**src/rtl/secure_boot_sequencer.sv**
```systemverilog
// Secure boot: streams NUM_WORDS firmware words, sums them mod 2**DATA_W, checks against trusted_sig with retries.
// Latency: 2 cycles/word with a 1-cycle ROM plus CHECK; the ROM cannot stall beyond TIMEOUT WAIT cycles per read.
module secure_boot_sequencer #(
    parameter int DATA_W    = 8,
    parameter int ADDR_W    = 4,
    parameter int NUM_WORDS = 16,
    parameter int MAX_RETRY = 2,
    parameter int RETRY_W   = 2,
    parameter int TIMEOUT   = 8
) (
    input  logic               clk,
    input  logic               rst,
    input  logic               power_on,
    input  logic [DATA_W-1:0]  trusted_sig,
    output logic               fw_rd_en,
    output logic [ADDR_W-1:0]  fw_addr,
    input  logic               fw_rd_valid,
    input  logic [DATA_W-1:0]  fw_rd_data,
    output logic               boot_busy,
    output logic               boot_ok,
    output logic               boot_fail,
    output logic [RETRY_W-1:0] attempt_cnt
);

    localparam int TMR_W = $clog2(TIMEOUT);
    localparam logic [ADDR_W-1:0]  LAST_IDX  = ADDR_W'(NUM_WORDS - 1);
    localparam logic [TMR_W-1:0]   TMR_LAST  = TMR_W'(TIMEOUT - 1);
    localparam logic [RETRY_W-1:0] RETRY_LIM = RETRY_W'(MAX_RETRY);

    typedef enum logic [2:0] {
        S_IDLE, S_FETCH, S_WAIT, S_CHECK, S_RETRY, S_PASS, S_LOCK
    } state_t;

    state_t              r_state, w_state_nxt;
    logic [DATA_W-1:0]   r_sum, w_sum_nxt;
    logic [ADDR_W-1:0]   r_idx, w_idx_nxt;
    logic [TMR_W-1:0]    r_timer, w_timer_nxt;
    logic [RETRY_W-1:0]  r_attempt, w_attempt_nxt;
    logic                r_rd_en, w_rd_en_nxt;
    logic [ADDR_W-1:0]   r_addr, w_addr_nxt;
    logic                r_busy, w_busy_nxt;
    logic                r_ok, w_ok_nxt;
    logic                r_fail, w_fail_nxt;

    always_ff @(posedge clk) begin
        if (rst) begin
            r_state   <= S_IDLE;
            r_sum     <= '0;
            r_idx     <= '0;
            r_timer   <= '0;
            r_attempt <= '0;
            r_rd_en   <= 1'b0;
            r_addr    <= '0;
            r_busy    <= 1'b0;
            r_ok      <= 1'b0;
            r_fail    <= 1'b0;
        end else begin
            r_state   <= w_state_nxt;
            r_sum     <= w_sum_nxt;
            r_idx     <= w_idx_nxt;
            r_timer   <= w_timer_nxt;
            r_attempt <= w_attempt_nxt;
            r_rd_en   <= w_rd_en_nxt;
            r_addr    <= w_addr_nxt;
            r_busy    <= w_busy_nxt;
            r_ok      <= w_ok_nxt;
            r_fail    <= w_fail_nxt;
        end
    end

    // Dropping power_on aborts any in-flight attempt; LOCKOUT ignores it entirely.
    always_comb begin
        w_state_nxt = r_state;
        case (r_state)
            S_IDLE:  if (power_on) w_state_nxt = S_FETCH;
            S_FETCH: w_state_nxt = power_on ? S_WAIT : S_IDLE;
            S_WAIT: begin
                if (!power_on)
                    w_state_nxt = S_IDLE;
                else if (fw_rd_valid)
                    w_state_nxt = (r_idx == LAST_IDX) ? S_CHECK : S_FETCH;
                else if (r_timer == TMR_LAST)
                    w_state_nxt = S_RETRY;
            end
            S_CHECK: begin
                if (!power_on)
                    w_state_nxt = S_IDLE;
                else
                    w_state_nxt = (r_sum == trusted_sig) ? S_PASS : S_RETRY;
            end
            S_RETRY: begin
                if (!power_on)
                    w_state_nxt = S_IDLE;
                else
                    w_state_nxt = (r_attempt < RETRY_LIM) ? S_FETCH : S_LOCK;
            end
            S_PASS:  if (!power_on) w_state_nxt = S_IDLE;
            S_LOCK:  w_state_nxt = S_LOCK;
            default: w_state_nxt = S_IDLE;
        endcase
    end

    // Outputs are decoded from the next state so they change on the same edge as the state.
    always_comb begin
        w_sum_nxt     = r_sum;
        w_idx_nxt     = r_idx;
        w_timer_nxt   = r_timer;
        w_attempt_nxt = r_attempt;
        case (r_state)
            S_IDLE: begin
                w_sum_nxt   = '0;
                w_idx_nxt   = '0;
                w_timer_nxt = '0;
            end
            S_FETCH: w_timer_nxt = '0;
            S_WAIT: begin
                if (fw_rd_valid) begin
                    w_sum_nxt = r_sum + fw_rd_data;
                    if (r_idx != LAST_IDX)
                        w_idx_nxt = r_idx + 1'b1;
                end else begin
                    w_timer_nxt = r_timer + 1'b1;
                end
            end
            S_RETRY: begin
                if (w_state_nxt == S_FETCH) begin
                    w_attempt_nxt = r_attempt + 1'b1;
                    w_sum_nxt     = '0;
                    w_idx_nxt     = '0;
                end
            end
            default: ;
        endcase
        if (w_state_nxt == S_PASS)
            w_attempt_nxt = '0;

        w_rd_en_nxt = (w_state_nxt == S_FETCH);
        w_addr_nxt  = (w_state_nxt == S_FETCH) ? w_idx_nxt : '0;
        w_busy_nxt  = (w_state_nxt == S_FETCH) || (w_state_nxt == S_WAIT) ||
                      (w_state_nxt == S_CHECK) || (w_state_nxt == S_RETRY);
        w_ok_nxt    = (w_state_nxt == S_PASS);
        w_fail_nxt  = (w_state_nxt == S_LOCK);
    end

    assign fw_rd_en    = r_rd_en;
    assign fw_addr     = r_addr;
    assign boot_busy   = r_busy;
    assign boot_ok     = r_ok;
    assign boot_fail   = r_fail;
    assign attempt_cnt = r_attempt;

endmodule
```
**config.mk**
```make
export PLATFORM = sky130hd
export DESIGN_NAME = secure_boot_sequencer
export DESIGN_NICKNAME = d
export VERILOG_FILES = /design/src/rtl/secure_boot_sequencer.sv
export SDC_FILE = /design/constraint.sdc
export NUM_CORES = 1
export LEC_CHECK = 0
export CORE_ASPECT_RATIO = 1.2
export CORE_MARGIN = 2
export CORE_UTILIZATION = 62
export DETAILED_ROUTE_END_ITERATION = 8
export DONT_BUFFER_PORTS = 1
export PLACE_DENSITY_LB_ADDON = 0.05
export SETUP_SLACK_MARGIN = 0.02
export SKIP_LAST_GASP = 1
export SLEW_MARGIN = 20
export SYNTH_ARGS = -nofsm -noshare
export SYNTH_HDL_FRONTEND = slang
export SYNTH_SLANG_ARGS = --single-unit
```
**constraint.sdc**
```tcl
create_clock -name clk -period 2.2 [get_ports clk]
set_input_delay 0.33 -clock clk [delete_from_list [all_inputs] [get_ports clk]]
set_output_delay 0.33 -clock clk [all_outputs]
set_load 0.1 [all_outputs]
```
# Yosys cells after proc, flatten, opt, wreduce, memory -nomap -nowiden
# Index checks and enable logic that the tools add are counted.
[op_classes]
n_addsub = 4
n_lt_le_gt_ge = 1
n_eq_ne = 19
mux = 21
n_bitwise = 1
reduce_logical = 12
[op_table]
columns = ["op", "count"]
rows = [
  ["2-to-1 mux 3 bit", 9],
  ["case mux 8 bit (3 select lines)", 1],
  ["== test 3 bit, second input constant", 7],
  ["case mux 3 bit (7 select lines)", 1],
  ["2-to-1 mux 8 bit", 2],
  ["== test 3 x 2 -> 1 bit, second input constant", 4],
  ["2-to-1 mux 4 bit", 3],
  ["case mux 4 bit (3 select lines)", 1],
  ["adder 8 bit", 1],
  ["== test 8 bit", 1],
  ["== test 3 x 1 -> 1 bit, second input constant", 2],
  ["inequality test 2 bit, second input constant", 3],
  ["case mux 3 bit (2 select lines)", 1],
  ["OR reduction 2 bit", 3],
  ["adder 4 x 1 -> 4 bit, second input constant", 1],
  ["== test 4 bit, second input constant", 1],
  ["2-to-1 mux 2 bit", 2],
  ["inequality test 4 bit, second input constant", 1],
  ["AND reduction 2 bit", 2],
  ["adder 3 x 1 -> 3 bit, second input constant", 1],
  ["zero test 3 bit", 1],
  ["logical OR 1 bit", 3],
  ["AND reduction 3 bit", 1],
  ["nonzero test 3 bit", 1],
  ["5 further kinds", 5],
]
[word_totals]
ff_bits = 28
word_cells = 68

# Depth between registers and ports, before layout
# Gate-level depths: netlist (run 1).
[logic_depth]
word_depth = 9
mapped_depth = 8
depth_no_buf = 7

# Least setup slack after synthesis (run 1)
# No wires, ideal clock.
[synth_timing]
path_type = "reg-to-reg"
start = "register r_attempt[1] (netlist: attempt_cnt[1])"
end = "register r_sum[2]"
setup_ns = 0.059
arrival_ns = 2.049
t_required_ns = 2.141
path_slack_ns = 0.092
path_stages_with_launch = 6
path_buffers = 0
cell_sequence = "dfxtp_1 nor2b_1 o21ai_0 a311o_1 a21oi_2 a22o_1"
[synth_via]
elab_chain_cells = 7
[synth_rtl]
columns = ["item", "line_no", "source"]
rows = [
  ["start: declaration", "38", "logic [RETRY_W-1:0] r_attempt, w_attempt_nxt;"],
  ["start signal: assignment", "62", "r_attempt <= w_attempt_nxt;"],
  ["less-than comparator 2 bit", "95", "w_state_nxt = (r_attempt < RETRY_LIM) ? S_FETCH : S_LOCK;"],
  ["2-to-1 mux 3 bit", "95", ""],
  ["2-to-1 mux 3 bit", "92", "if (!power_on)"],
  ["case mux 3 bit (7 select lines)", "74", "case (r_state)"],
  ["== test 3 x 1 -> 1 bit", "126", "if (w_state_nxt == S_FETCH) begin"],
  ["inequality test 2 bit (no source line)", "n/a", ""],
  ["AND reduction 3 bit (no source line)", "n/a", ""],
  ["end signal: assignment", "59", "r_sum <= w_sum_nxt;"],
  ["end: declaration", "35", "logic [DATA_W-1:0] r_sum, w_sum_nxt;"],
]
# Every way passes these cells.
# A chain may end at the register's enable or synchronous reset.

# Worst setup path after layout (run 1)
[layout_timing]
start = "register r_timer[0]"
end = "register r_addr[0] (netlist: fw_addr[0])"
[layout_via]
elab_chain_cells = 8
word_cells_on_any_way = 10
[layout_rtl]
columns = ["item", "line_no", "source"]
rows = [
  ["start: declaration", "37", "logic [TMR_W-1:0] r_timer, w_timer_nxt;"],
  ["start signal: assignment", "61", "r_timer <= w_timer_nxt;"],
  ["== test 3 bit (*)", "82", "else if (r_timer == TMR_LAST)"],
  ["2-to-1 mux 3 bit (*)", "82", ""],
  ["2-to-1 mux 3 bit (*)", "80", "else if (fw_rd_valid)"],
  ["2-to-1 mux 3 bit (*)", "78", "if (!power_on)"],
  ["case mux 3 bit (7 select lines) (*)", "74", ""],
  ["== test 3 x 1 -> 1 bit (*)", "126, 138", ""],
  ["2-to-1 mux 4 bit / inverter 1 bit (equally long branches)", "n/a", ""],
  ["case mux 4 bit (3 select lines) / OR reduction 2 bit (equally long branches)", "n/a", ""],
  ["end signal: assignment", "64", "r_addr <= w_addr_nxt;"],
  ["end: declaration", "40", "logic [ADDR_W-1:0] r_addr, w_addr_nxt;"],
]
# Every way passes the cells marked *; elsewhere a longest branch is shown, timed or not.

==> results of run 1 <==
==> layer usage <==
| metal | share of wire | vias to the layer above |
|---|---|---|
| li1 | - | 709 |
| met1 | 0.40 | 697 |
| met2 | 0.54 | 44 |
| met3 | 0.041 | 6 |
| met4 | 0.016 | 0 |
| met5 | 0 | - |
==> cells by family after synthesis <==
| family | after synthesis | synth area share |
|---|---|---|
| simple gates | 65 | 0.199 |
| compound gates | 52 | 0.258 |
| flops | 28 | 0.338 |
| buf+inv | 15 | 0.0377 |
| xor+xnor | 13 | 0.0686 |
| fa+ha+maj | 11 | 0.0874 |
| mux | 2 | 0.0121 |
==> state kept, by name, summed over array words and instances (netlist names) <==
name / flops
boot_busy: 1
r_state: 3
boot_ok: 1
r_timer: 3
r_sum: 8
r_idx: 4
attempt_cnt: 2
fw_rd_en: 1
fw_addr: 4
boot_fail: 1
==> area by class of cell <==
type                    instances  area [um^2]
clock buffers                   3         22.5
clock inverters                 1         30.0
fillers                       221          739
inverters                       7         26.3
multi-input cells             143         1040
flip-flops and latches         28          561
well taps                      33         41.3
repair buffers                 12         90.1
==> cells in the final DEF, fill, tap and decap left out, types with 2 or more instances in the layout <==
cell type and n:
nor3_1 6, o2bb2ai_1 3, o31a_1 2, ha_1 10, nand4_1 3, nor4_1 6, and3_1 3, inv_1 7
a22o_1 6, xnor2_1 5, nand4b_1 2, mux2i_1 2, nand2_1 11, buf_4 12, a21oi_1 7, clkbuf_4 3
nand3_1 5, a22oi_1 3, a21o_1 3, o311a_1 3, o22ai_1 2, dfxtp_1 28, xor2_1 8, o211a_1 3
nor2b_1 4, o21ai_0 7, nor2_1 18
==> metrics by stage <==
stage / setup slack (ns) / power (mW) / std cells / utilization / area [um^2]
2_1_floorplan: 0.0920 / 0.619 / 186 / - / 1660
3_3_place_gp: 0.171 / 0.631 / 223 / 0.688 / 1760
3_5_place_dp: 0.0988 / 0.634 / 223 / 0.688 / 1760
4_1_cts: 0.0529 / 0.972 / 227 / 0.708 / 1810
5_1_grt: 0.0429 / 0.995 / 227 / 0.710 / 1810
6_report: 0.126 / 0.967 / 227 / 0.710 / 1810
==> worst max-delay path: stages (launching register included) <==
cell       delay (ns)
dfxtp_1          0.36
ha_1             0.20
ha_1             0.18
nor2b_1          0.13
o211a_1          0.21
o21a_1           0.19
or3_4            0.38
a2111oi_4        0.33
==> timing repair <==
item | CTS | global route
hold endpoints to repair | 0 | 0
resized for setup | 0 | 1
endpoints found under the setup margin | 0 | 1
==> where the power goes <==
group	internal [mW]	total (mW)	switching, mW	leakage [nW]
logic	0.0358	0.105	0.0692	0.584
clock network	0.184	0.341	0.157	0.0279
registers	0.513	0.521	0.00787	0.226
==> Yosys cell counts (all sizes together) (6+ instances only) <==
cell    n
nor2   18
ha     10
a21oi   8
o21ai   7
inv     7
xor2    8
dfxtp  28
a22o    6
nor4    6
nand2  11
nor3    6
==> final timing paths <==
kind | start | to | slack [ns] | cells after the start
worst min-delay path | rst | r_state[1] | 0.04 | 1
worst max register to register | r_timer[0] | fw_addr[0] | 0.13 | 7
worst min register to register | r_idx[3] | r_idx[3] | 0.52 | 1
worst max-delay path | r_timer[0] | fw_addr[0] | 0.13 | 7
==> run_results.csv, run 1 <==
group,metric,value,unit
power_and_ir_drop,power_density,533,mW/mm^2
timing,tns,0,ns
detailed_routing,drc,0,
yosys,synth_area_leaders,"dfxtp_1 34%, ha_1 7.5%, xor2_1 4.2%",
worst_hold_path,min_path_type,"in -> reg",
cells_and_area,antenna_cells,0,
detailed_routing,num_vias,1456,
yosys,synth_flop_cell,"dfxtp_1",
yosys,synth_top_area_cell,"dfxtp_1",
yosys,yosys.area.top_type_share,0.338,
yosys,syn_area,0.00166,mm^2
timing,fmax,482,MHz
placed_design,dp_hpwl,2830,um
yosys,ys_seq_elements,28,
cells_and_area,drive_gt1_frac,0.113,
setup_path,cp_max_fo,6,
grt,grt_max_degree,17,
floorplanning,io_pins,30,
timing,min_period_over_period,0.943,
yosys,seq_area_frac_synth,0.338,
cts,cts-root-buf,"clkbuf_4",
detailed_routing,via_per_inst,6.41,
detailed_routing,avgRoutedWirePerCell,16.6,um
cts,cts_buffers,3,
timing,finalSetupViolCount,0,
grt,antenna_found_initial,0,
cts,clock_latency,0.33,ns
floorplanning,num_rows,20,
detailed_routing,drtAntennaViolNets,0,
status,status,"finished clean",
yosys,async_flop_share,0,
cells_and_area,areaGrowthSynthToFinish,9.19,%
timing,rsz0062_at_grt,"no",
floorplanning,dieWidth,51.2,um
timing,max_slew_margin,0.592,
yosys,synth_cells,186,
cts,clkTransAtPathRegs,0.15,ns
setup_path,required,2.44,ns
grt,grt_pass1_vias,1413,
cts,cts_hold_buf,0,
cells_and_area,nets,226,
grt,grt.busiest_layer,"met2",
grt,use_met3,0.0369,
floorplanning,coreArea,0.00255,mm^2
cts,cts_buffer_depth,2,
floorplanning,die_area,0.00311,mm^2
grt,use_met1,0.286,
timing,min_period,2.07,ns
setup_path,arrival,2.32,ns
setup_path,crit_type,"reg -> reg",
flow_run,max_cap_viol_count,0,
timing,tightestPinTransition,0.606,ns
yosys,synth_edf_count,0,
setup_path,critPathCaptureType,"flop",
detailed_routing,routed_wl,3770,um
cts,htreeDepth,1,
grt,use_met2,0.505,
yosys,synth_area_per_cell,8.93,um^2
timing,finalHoldViolations,0,
power_and_ir_drop,p_leak,0.838,nW
yosys,synth_fp_nets,217,
cts,postCtsSetupBuffers,0,
timing,hold_slack,0.0424,ns
placed_design,gp_congestion,0.910,
grt,grt_pass1_wl,6070,um
grt,grt.total_usage,0.260,
power_and_ir_drop,peakVddDrop,0.000442,V
yosys,ys_types,48,
detailed_routing,first_pass_iters,4,
yosys,yosysWarningCount,0,
cts,cts_tree,"built",
grt,grt_overflow,0,
placed_design,port_buffers,0,
timing,maxSlewViolCount,0,
detailed_routing,drtIter0Drc,66,
setup_path,start_kind,"flop",
timing,fin_worst_skew,0.00146,ns
cts,cts.sinks,28,
floorplanning,die-height,60.7,um
floorplanning,start_util,0.650,
(Power assumes the default switching activity.)
==> inputs of run 2 (changes only) <==
--- a/config.mk
+++ b/config.mk
@@ -7,7 +7,8 @@
 export LEC_CHECK = 0
 export CORE_ASPECT_RATIO = 1.2
 export CORE_MARGIN = 2
-export CORE_UTILIZATION = 62
+export CORE_UTILIZATION = 50
+export CTS_CLUSTER_SIZE = 10
 export DETAILED_ROUTE_END_ITERATION = 8
 export DONT_BUFFER_PORTS = 1
 export PLACE_DENSITY_LB_ADDON = 0.05
==> run 2 against run 1 <==
Compared with the run above: clock skew is 0.0089 ns higher; highest routed layer unchanged; critical path depth stayed put; core utilization is 13 points lower; largest power group unchanged; worst hold slack worse by 0.0013 ns; global-route usage is 5.3 points lower; flip-flop and latch count stayed put; setup slack better by 0.035 ns; first-iteration DRC count is 55% lower; largest cell class unchanged; register-to-register slack better by 0.04 ns.
==> run_results.csv, run 2 (synthesized netlist as in run 1, its figures left out) <==
group,metric,value,unit
cells_and_area,layout_commonest_cell,"dfxtp_1",
floorplanning,start_util,0.534,
setup_path,slowest_stage,"or3_4",
grt,use_met2,0.398,
setup_path,critPathCaptureType,"flop",
cts,htreeDepth,1,
detailed_routing,routed_wl,3690,um
detailed_routing,first_pass_iters,4,
timing,rsz0062_at_grt,"no",
grt,grt_overflow,0,
cells_and_area,antenna_cells,0,
grt,grt.total_usage,0.207,
setup_path,crit_type,"reg -> reg",
setup_path,start_kind,"flop",
floorplanning,num_rows,22,
grt,grt.busiest_layer,"met2",
placed_design,gp_congestion,0.904,
grt,use_met1,0.224,
timing,tns,0,ns
detailed_routing,num_vias,1428,
grt,use_met3,0.0291,
placed_design,dp_hpwl,2940,um
grt,grt_pass1_wl,6190,um
timing,min_period_over_period,0.927,
timing,min_period,2.04,ns
cells_and_area,final_area,0.00182,mm^2
cts,cts-root-buf,"clkbuf_4",
detailed_routing,drc,0,
floorplanning,die_area,0.00380,mm^2
detailed_routing,avgRoutedWirePerCell,16.0,um
cts,clkTransAtPathRegs,0.16,ns
floorplanning,coreArea,0.00311,mm^2
timing,max_slew_margin,0.668,
detailed_routing,via_per_inst,6.21,
placed_design,port_buffers,0,
worst_hold_path,min_path_type,"in -> reg",
worst_hold_path,hp-start,"rst",
timing,fin_worst_skew,0.0104,ns
placed_design,placed_area,0.00176,mm^2
cells_and_area,top_register,"r_sum",
power_and_ir_drop,peakVddDrop,0.000354,V
flow_run,max_cap_viol_count,0,
cts,cts_buffers,3,
cts,cts_tree,"built",
cells_and_area,utilization,0.584,
timing,fmax,491,MHz
detailed_routing,drtAntennaViolNets,0,
cts,cts_buffer_depth,2,
power_and_ir_drop,power_density,530,mW/mm^2
status,status,"finished clean",
floorplanning,dieWidth,56.6,um
setup_path,cp_cell_sequence,"ha_1 -> ha_1 -> nor2b_1 -> o211a_1 -> o21a_1 -> or3_4 -> a2111oi_4",
timing,finalHoldViolations,0,
cells_and_area,drive_gt1_frac,0.119,
setup_path,cp_max_fo,6,
setup_path,startpoint,"r_timer[0]",
floorplanning,io_pins,30,
cells_and_area,areaGrowthSynthToFinish,9.49,%
setup_path,regToRegStartpoint,"r_timer[0]",
grt,grt_pass1_vias,1426,
grt,grt_max_degree,17,
timing,maxSlewViolCount,0,
timing,hold_slack,0.0411,ns
grt,antenna_found_initial,0,
detailed_routing,drtIter0Drc,30,
cells_and_area,nets,226,
cells_and_area,largest_reg_flops,8,
cts,clock_latency,0.33,ns
setup_path,crit_path_max_incr_delay,0.38,ns
timing,finalSetupViolCount,0,
setup_path,arrival,2.28,ns
setup_path,required,2.44,ns
timing,tightestPinTransition,0.494,ns
cells_and_area,final_cell_mix,"27 x dfxtp_1, 18 x nor2_1, 12 x buf_4",
setup_path,crit_top_cell,"ha_1",
floorplanning,die-height,67.1,um
cts,cts.sinks,28,
power_and_ir_drop,p_leak,0.839,nW
## run 2: cell types whose count changed in the layout (fill, tap and decap cells not counted)
cell / previous run / this run
dfxtp_1: 28 / 27
dfxtp_2: 0 / 1
## run 2: final timing paths
path | endpoint | depth (start not counted) | slack (ns)
max | fw_addr[0] | 7 | 0.16
max reg2reg | fw_addr[0] | 7 | 0.16
min reg2reg | r_idx[1] | 1 | 0.53
min | r_state[0] | 1 | 0.04
## run 2: cell type report
type | instances | area, um^2
well taps | 36 | 45.0
inverters | 7 | 26.3
clock inverters | 1 | 30.0
multi-input cells | 143 | 1040
fillers | 300 | 1290
flip-flops and latches | 28 | 562
repair buffers | 12 | 90.1
clock buffers | 3 | 22.5
## run 2: power breakdown
part / leakage, nW / internal (mW) / total [mW] / switching (mW)
combinational: 0.584 / 0.0358 / 0.103 / 0.0672
sequential: 0.227 / 0.513 / 0.521 / 0.00772
clock: 0.0279 / 0.184 / 0.340 / 0.156
total: 0.839 / 0.733 / 0.964 / 0.231
## run 2: critical path: cells and delay by family, from the launching register on
kind            cells  cell delay, ns
simple gates        2            0.51
compound gates      3            0.70
fa+ha+maj           2            0.39
flops               1            0.35
## run 2: layer usage
layer  vias to the layer above  wire, um
li1                        710         -
met4                         0        49
met3                         6       112
met1                       688      1520
met2                        24      2010
met5                         -         0
## run 2: repair_timing
action                     4_1_cts  5_1_grt
hold buffers                     0        0
resized for setup                0        2
setup endpoints to repair        0        4
buffers inserted                 0        0
## run 2: through the flow
stage	instances	worst slack [ns]	power (mW)
after floorplan	186	0.0920	0.619
after global placement	226	0.154	0.632
after detailed placement	226	0.134	0.634
after CTS	230	0.0810	0.968
after global routing	230	0.0559	0.995
final	230	0.161	0.964
